==> config.mk <==
export PLATFORM = sky130hd
export DESIGN_NAME = score_controller_flat
export DESIGN_NICKNAME = d
export VERILOG_FILES = /design/src/rtl/score_pkg.sv /design/src/rtl/score_controller_if.sv /design/src/rtl/goal_edge_detect.sv /design/src/rtl/score_controller.sv /design/src/flat_wrapper.sv
export SDC_FILE = /design/constraint.sdc
export NUM_CORES = 1
export LEC_CHECK = 0
export ABC_AREA = 1
export CAP_MARGIN = 20
export CORE_MARGIN = 1
export CORE_UTILIZATION = 30
export DETAILED_ROUTE_END_ITERATION = 6
export SLEW_MARGIN = 20
export SYNTH_ARGS = -nofsm -noshare
export SYNTH_HDL_FRONTEND = slang
export SYNTH_HIERARCHICAL = 1
export SYNTH_SLANG_ARGS = --single-unit
==> constraint.sdc <==
create_clock -name clk -period 6.35 [get_ports clk]
set_clock_uncertainty 0.2 [all_clocks]
set_input_delay 1.27 -clock clk [delete_from_list [all_inputs] [get_ports clk]]
set_output_delay 1.27 -clock clk [all_outputs]
set_load 0.005 [all_outputs]
==> src/rtl/score_pkg.sv <==
// Shared types and default constants for the foosball score-digit path.
package score_pkg;

  typedef enum logic [1:0] {
    PLAY      = 2'd0,
    PAUSE     = 2'd1,
    GAME_OVER = 2'd2
  } game_state_t;

  typedef enum logic [1:0] {
    WIN_NONE  = 2'b00,
    WIN_LEFT  = 2'b01,
    WIN_RIGHT = 2'b10
  } winner_t;

  localparam int unsigned DEF_WIN_SCORE    = 5;
  localparam int unsigned DEF_PAUSE_FRAMES = 60;
  localparam int unsigned DEF_LEVEL2_SCORE = 3;

  function automatic logic [3:0] max_digit(input logic [3:0] a, input logic [3:0] b);
    return (a > b) ? a : b;
  endfunction

endpackage

==> src/rtl/score_controller_if.sv <==
// Game-side strobes into the score controller and score/status values out of it.
interface score_controller_if;
  logic       startOfFrame;
  logic       goal_left;
  logic       goal_right;
  logic       new_game;
  logic [3:0] digit_left;
  logic [3:0] digit_right;
  logic       freeze_play;
  logic       score_pulse;
  logic       scoreLevel1;
  logic       scoreLevel2;
  logic       game_over;
  logic [1:0] winner;

  modport master (
    output startOfFrame, goal_left, goal_right, new_game,
    input  digit_left, digit_right, freeze_play, score_pulse,
           scoreLevel1, scoreLevel2, game_over, winner
  );

  modport slave (
    input  startOfFrame, goal_left, goal_right, new_game,
    output digit_left, digit_right, freeze_play, score_pulse,
           scoreLevel1, scoreLevel2, game_over, winner
  );
endinterface

==> src/rtl/goal_edge_detect.sv <==
// Registered rising-edge detector: a held goal level yields exactly one rise.
module goal_edge_detect (
  input  logic clk,
  input  logic resetN,
  input  logic level,
  output logic rise
);
  logic level_d;

  always_ff @(posedge clk or negedge resetN) begin
    if (!resetN) level_d <= 1'b0;
    else         level_d <= level;
  end

  assign rise = level & ~level_d;
endmodule

==> src/rtl/score_controller.sv <==
// Turns goal strobes into score digits and runs the play / pause / game-over phases.
module score_controller
  import score_pkg::*;
#(
  parameter int unsigned WIN_SCORE    = DEF_WIN_SCORE,
  parameter int unsigned PAUSE_FRAMES = DEF_PAUSE_FRAMES,
  parameter int unsigned LEVEL2_SCORE = DEF_LEVEL2_SCORE
) (
  input logic               clk,
  input logic               resetN,
  score_controller_if.slave bus
);
  localparam logic [3:0] WIN_D    = 4'(WIN_SCORE);
  localparam logic [3:0] LEVEL2_D = 4'(LEVEL2_SCORE);
  localparam logic [7:0] PAUSE_D  = 8'(PAUSE_FRAMES);

  game_state_t state;
  winner_t     winner;
  logic [3:0]  digit_left, digit_right;
  logic [7:0]  pause_cnt;
  logic        freeze_play, score_pulse, level1, level2, game_over;
  logic        rise_left, rise_right;
  logic [3:0]  next_left, next_right;
  logic        hit_win, hit_level2;

  goal_edge_detect u_edge_left  (.clk(clk), .resetN(resetN), .level(bus.goal_left),  .rise(rise_left));
  goal_edge_detect u_edge_right (.clk(clk), .resetN(resetN), .level(bus.goal_right), .rise(rise_right));

  // Left has priority on a simultaneous rise; the right rise is simply dropped.
  always_comb begin
    next_left  = digit_left;
    next_right = digit_right;
    if (rise_left)       next_left  = digit_left + 4'd1;
    else if (rise_right) next_right = digit_right + 4'd1;
    hit_win    = (next_left == WIN_D) || (next_right == WIN_D);
    hit_level2 = max_digit(next_left, next_right) >= LEVEL2_D;
  end

  always_ff @(posedge clk or negedge resetN) begin
    if (!resetN) begin
      state       <= PLAY;
      winner      <= WIN_NONE;
      digit_left  <= '0;
      digit_right <= '0;
      pause_cnt   <= '0;
      freeze_play <= 1'b0;
      score_pulse <= 1'b0;
      level1      <= 1'b1;
      level2      <= 1'b0;
      game_over   <= 1'b0;
    end else begin
      score_pulse <= 1'b0;
      if (bus.new_game) begin
        state       <= PLAY;
        winner      <= WIN_NONE;
        digit_left  <= '0;
        digit_right <= '0;
        pause_cnt   <= '0;
        freeze_play <= 1'b0;
        level1      <= 1'b1;
        level2      <= 1'b0;
        game_over   <= 1'b0;
      end else begin
        case (state)
          PLAY: begin
            if (rise_left || rise_right) begin
              digit_left  <= next_left;
              digit_right <= next_right;
              score_pulse <= 1'b1;
              freeze_play <= 1'b1;
              if (hit_win) begin
                state     <= GAME_OVER;
                winner    <= rise_left ? WIN_LEFT : WIN_RIGHT;
                game_over <= 1'b1;
                level1    <= 1'b0;
                level2    <= 1'b0;
              end else begin
                state     <= PAUSE;
                pause_cnt <= PAUSE_D;
                level1    <= ~hit_level2;
                level2    <= hit_level2;
              end
            end
          end
          PAUSE: begin
            if (bus.startOfFrame) begin
              pause_cnt <= pause_cnt - 8'd1;
              if (pause_cnt == 8'd1) begin
                state       <= PLAY;
                freeze_play <= 1'b0;
              end
            end
          end
          default: ;
        endcase
      end
    end
  end

  a_digit_range: assert property (@(posedge clk) disable iff (!resetN)
    (digit_left <= WIN_D) && (digit_right <= WIN_D));

  assign bus.digit_left  = digit_left;
  assign bus.digit_right = digit_right;
  assign bus.freeze_play = freeze_play;
  assign bus.score_pulse = score_pulse;
  assign bus.scoreLevel1 = level1;
  assign bus.scoreLevel2 = level2;
  assign bus.game_over   = game_over;
  assign bus.winner      = winner;
endmodule

==> src/flat_wrapper.sv <==
// flat-port wrapper written by rule: the top's interface ports become plain ports
module score_controller_flat import score_pkg::*;
#(
  parameter int unsigned WIN_SCORE    = DEF_WIN_SCORE,
  parameter int unsigned PAUSE_FRAMES = DEF_PAUSE_FRAMES,
  parameter int unsigned LEVEL2_SCORE = DEF_LEVEL2_SCORE
)
  (clk, resetN, bus_startOfFrame, bus_goal_left, bus_goal_right, bus_new_game, bus_digit_left, bus_digit_right, bus_freeze_play, bus_score_pulse, bus_scoreLevel1, bus_scoreLevel2, bus_game_over, bus_winner);
  score_controller_if bus_i ();
  input logic clk;
  input logic resetN;
  input wire logic [$bits(bus_i.startOfFrame)-1:0] bus_startOfFrame;
  input wire logic [$bits(bus_i.goal_left)-1:0] bus_goal_left;
  input wire logic [$bits(bus_i.goal_right)-1:0] bus_goal_right;
  input wire logic [$bits(bus_i.new_game)-1:0] bus_new_game;
  output wire logic [$bits(bus_i.digit_left)-1:0] bus_digit_left;
  output wire logic [$bits(bus_i.digit_right)-1:0] bus_digit_right;
  output wire logic [$bits(bus_i.freeze_play)-1:0] bus_freeze_play;
  output wire logic [$bits(bus_i.score_pulse)-1:0] bus_score_pulse;
  output wire logic [$bits(bus_i.scoreLevel1)-1:0] bus_scoreLevel1;
  output wire logic [$bits(bus_i.scoreLevel2)-1:0] bus_scoreLevel2;
  output wire logic [$bits(bus_i.game_over)-1:0] bus_game_over;
  output wire logic [$bits(bus_i.winner)-1:0] bus_winner;
  assign bus_i.startOfFrame = bus_startOfFrame;
  assign bus_i.goal_left = bus_goal_left;
  assign bus_i.goal_right = bus_goal_right;
  assign bus_i.new_game = bus_new_game;
  assign bus_digit_left = bus_i.digit_left;
  assign bus_digit_right = bus_i.digit_right;
  assign bus_freeze_play = bus_i.freeze_play;
  assign bus_score_pulse = bus_i.score_pulse;
  assign bus_scoreLevel1 = bus_i.scoreLevel1;
  assign bus_scoreLevel2 = bus_i.scoreLevel2;
  assign bus_game_over = bus_i.game_over;
  assign bus_winner = bus_i.winner;
  score_controller #(.WIN_SCORE(WIN_SCORE), .PAUSE_FRAMES(PAUSE_FRAMES), .LEVEL2_SCORE(LEVEL2_SCORE)) u_core (.clk(clk), .resetN(resetN), .bus(bus_i));
endmodule
==> impl_metrics.yaml <==
critical_path:
  critPathLaunchType: "primary input"
  critPathBufInv: 4
  cp_max_fo: 6
  arrival_ns: 3.63
  crit_chain: "clkdlybuf4s50_1 > inv_1 > nor2_2 > nand2_2 > nor2_4 > xor2_2 > inv_1 > ha_1 > nand2_1 > inv_1 > o21ai_0 > nand2_1 > nand2_1 > o21ai_0 > nand2_1 > nand2_1 > nand2_1"
  crit_type: "in2reg"
  cpPeakStageDelay_ns: 0.47
  path_delay_family: "simple AND/OR/NAND/NOR gates"
  cp-end-kind: "flip-flop"
  required_ns: 6.32
  crit_slowest_cell: "clkdlybuf4s50_1"
  critPathMostFrequentCell: "nand2_1"
synthesis:
  synth_top_area_share_pct: 39.16
  async_flop_share_pct: 100.0
  ys_types: 24
  ys_seq_area_share_pct: 40.74
  synth_edf_count: 0
  yosys.area.top_type: "dfrtp_1"
  ys.flop_type: "dfrtp_1"
  synthesis.area_um2: 1662
  synth_cells: 230
  yosysMostFrequentCell: "nand2_1"
  syn_avg_cell_area_um2: 7.224
  netlist_top_cells_count: "nand2_1 (67), inv_1 (34), nor2_1 (28)"
  synth_warnings: 6
  synth_seq_cells: 27
  syn-num-nets: 244
  synth_area_leaders: "dfrtp_1 (39%), nand2_1 (15%), inv_1 (7.7%)"
floorplan:
  die_h_um: 76.42
  io_pins: 21
  fp.dieW_um: 76.42
  coreArea_um2: 5205
  std_cell_rows: 26
  start_util_pct: 31.92
  die_area_um2: 5840
cts:
  cts_htree_levels: 1
  hold_buffers: 0
  cts_resized: 0
  insertion_delay_ns: 0.27
  path_clk_slew_ns: 0.10
  cts.sink_count: 27
  cts_root_buf: "clkbuf_8"
  clockBufferDepth: 2
  cts_tree: "built"
  postCtsSetupBuffers: 0
  numCtsBuffers: 3
placement:
  dp.final_hpwl_um: 2716
  io_buffer_count: 20
  placedCellCount: 320
  place.gp.congestion: 0.8557
pwr:
  power_switching_w: 0.0001339
  seqPwrFrac_pct: 49.0
  p_leak_nw: 0.9987
  power_density_nw_per_um2: 203.5
  clockPowerShare_pct: 24.4
  worst_ir_drop_vdd_uv: 88.43
  power_switching_share_pct: 32.94
  p_int_w: 0.0002726
  power_frac_comb_pct: 26.6
sta:
  finalSetupViolations: 0
  hold_viol_final: 0
  fmax_mhz: 273.5
  worst_pin_slew_ns: 0.5255
  drv_slew: 0
  slew_headroom_pct: 64.97
  fin_crit_sh_pct: 57.57
  fin_tns_setup_ns: 0
  rsz0062_at_grt: "false"
  period_minus_slack_ns: 3.656
routing:
  postRouteWirelength_um: 3658
  drt-wirelength-per-cell_um: 11.29
  firstDrtPassIters: 4
  num_vias: 1466
  drtIter0Drc: 94
  via_per_inst: 4.525
  drc: 0
  drtAntennaViolNets: 0
global_routing:
  grt_max_degree: 28
  grt_pass1_wl_um: 6341
  grt_overflow: 0
  antenna_found_initial: 0
  grt_pass1_vias: 1414
  grt.total_usage_pct: 13.24
flow_run:
  max_cap_violations: 0
cells_and_area:
  final_nets: 269
  finalNonFillerCells: 324
  antenna-diode-count: 0
  area_delta_synth_final_pct: 20.18
  drive_gt1_share_pct: 7.087
status:
  status: "completed"
min_path:
  min-delay-path-class: "reg2reg"
[worst reg2reg max path: stages, from the launching register on]
cell	delay, ns
dfrtp_1	0.38
nor2_2	0.26
nand2_2	0.13
nor2_4	0.12
xor2_2	0.23
inv_1	0.08
ha_1	0.30
nand2_1	0.05
inv_1	0.06
o21ai_0	0.07
nand2_1	0.08
nand2_1	0.08
o21ai_0	0.22
nand2_1	0.09
nand2_1	0.07
nand2_1	0.05
[final timing paths]
check                                                start                        to  slack (ns)  depth (start not counted)
worst min-delay path                  u_core/bus.winner[0]      u_core/bus.winner[0]        0.28                          2
worst max register to register  u_core/u_edge_left/level_d    u_core/bus.scoreLevel2        3.80                         15
worst min register to register        u_core/bus.winner[0]      u_core/bus.winner[0]        0.28                          2
worst max-delay path                         bus_goal_left    u_core/bus.scoreLevel2        2.69                         17
min in group asynchronous                           resetN  u_core/bus.digit_left[3]        1.16                          2
max in group asynchronous                           resetN    u_core/bus.scoreLevel1        4.49                          2
[through the flow]
stage | instance area [µm²] | total power [W] | hold slack [ns] | util, % | setup slack (ns)
global placement | 1952 | 0.0003092 | 0.2575 | 37.50 | 2.507
finish | 1997 | 0.0004064 | 0.2816 | 38.37 | 2.694
CTS | 1997 | 0.0004107 | 0.2852 | 38.37 | 2.686
floorplan | 1662 | 0.0002744 | 0.2419 | - | 3.144
detailed placement | 1952 | 0.0003097 | 0.2633 | 37.50 | 2.433
global route | 1997 | 0.0004367 | 0.3070 | 38.37 | 2.351
[state kept, by name, indices dropped and copies added (netlist names)]
name / flops
u_core/bus.score_pulse: 1
u_core/bus.digit_right: 4
u_core/state: 2
u_core/bus.digit_left: 4
u_core/u_edge_right/level_d: 1
u_core/u_edge_left/level_d: 1
u_core/bus.scoreLevel2: 1
u_core/bus.game_over: 1
u_core/pause_cnt: 8
u_core/bus.freeze_play: 1
u_core/bus.winner: 2
u_core/bus.scoreLevel1: 1
[area by class of cell]
cell class	instances	area, µm²
Fill cell	567	3208
Inverter	36	135.1
Sequential cell	27	676.9
Tap cell	70	87.58
Clock buffer	4	45.04
Timing Repair Buffer	21	207.7
Multi-Input combinational cell	166	844.6
[per-layer routing]
layer,GRT usage [%],share of wire [%]
met5,0,0
met3,1.796,4.9
met2,20.45,44
met4,4.808,0.96
met1,18.72,50
[cells in the final DEF, fill, tap and decap left out]
cell type / count
nor2_1: 28
a21oi_2: 1
dfstp_2: 1
o21bai_1: 1
nand2_1: 67
ha_1: 8
nand3_2: 1
and2_1: 1
o22ai_1: 7
nor2_2: 2
nand2_2: 2
o21ai_0: 13
nor2_4: 1
xor2_2: 1
nand3_1: 23
a21oi_1: 2
nand4_1: 3
nand2_4: 3
inv_2: 2
xor2_1: 1
buf_4: 1
clkbuf_8: 3
clkdlybuf4s50_1: 20
o21a_1: 1
clkbuf_1: 1
dfrtp_1: 26
inv_1: 34
[power by group through the flow]
stage | Clock (W) | Combinational [W] | Sequential (W)
4_1_cts | 0.000103 | 0.000108 | 0.000199
5_1_grt | 0.000110 | 0.000125 | 0.000202
6_report | 0.0000993 | 0.000108 | 0.000199
2_1_floorplan | 0 | 0.0000745 | 0.000200
3_3_place_gp | 0 | 0.000107 | 0.000203
3_5_place_dp | 0 | 0.000107 | 0.000202
[logic make-up (layout without fill, tap and decap cells)]
group,Yosys count,count (layout),share of synthesized area [%]
AOI/OAI and AO/OA,25,25,8.585
xor gates and xnor gates,2,2,1.506
adders and majority gates,8,8,6.024
buffers and inverters,37,61,8.433
DFF,27,27,40.74
and+or+nand+nor,131,131,34.71
No activity file was read; power rests on OpenSTA's default activity.
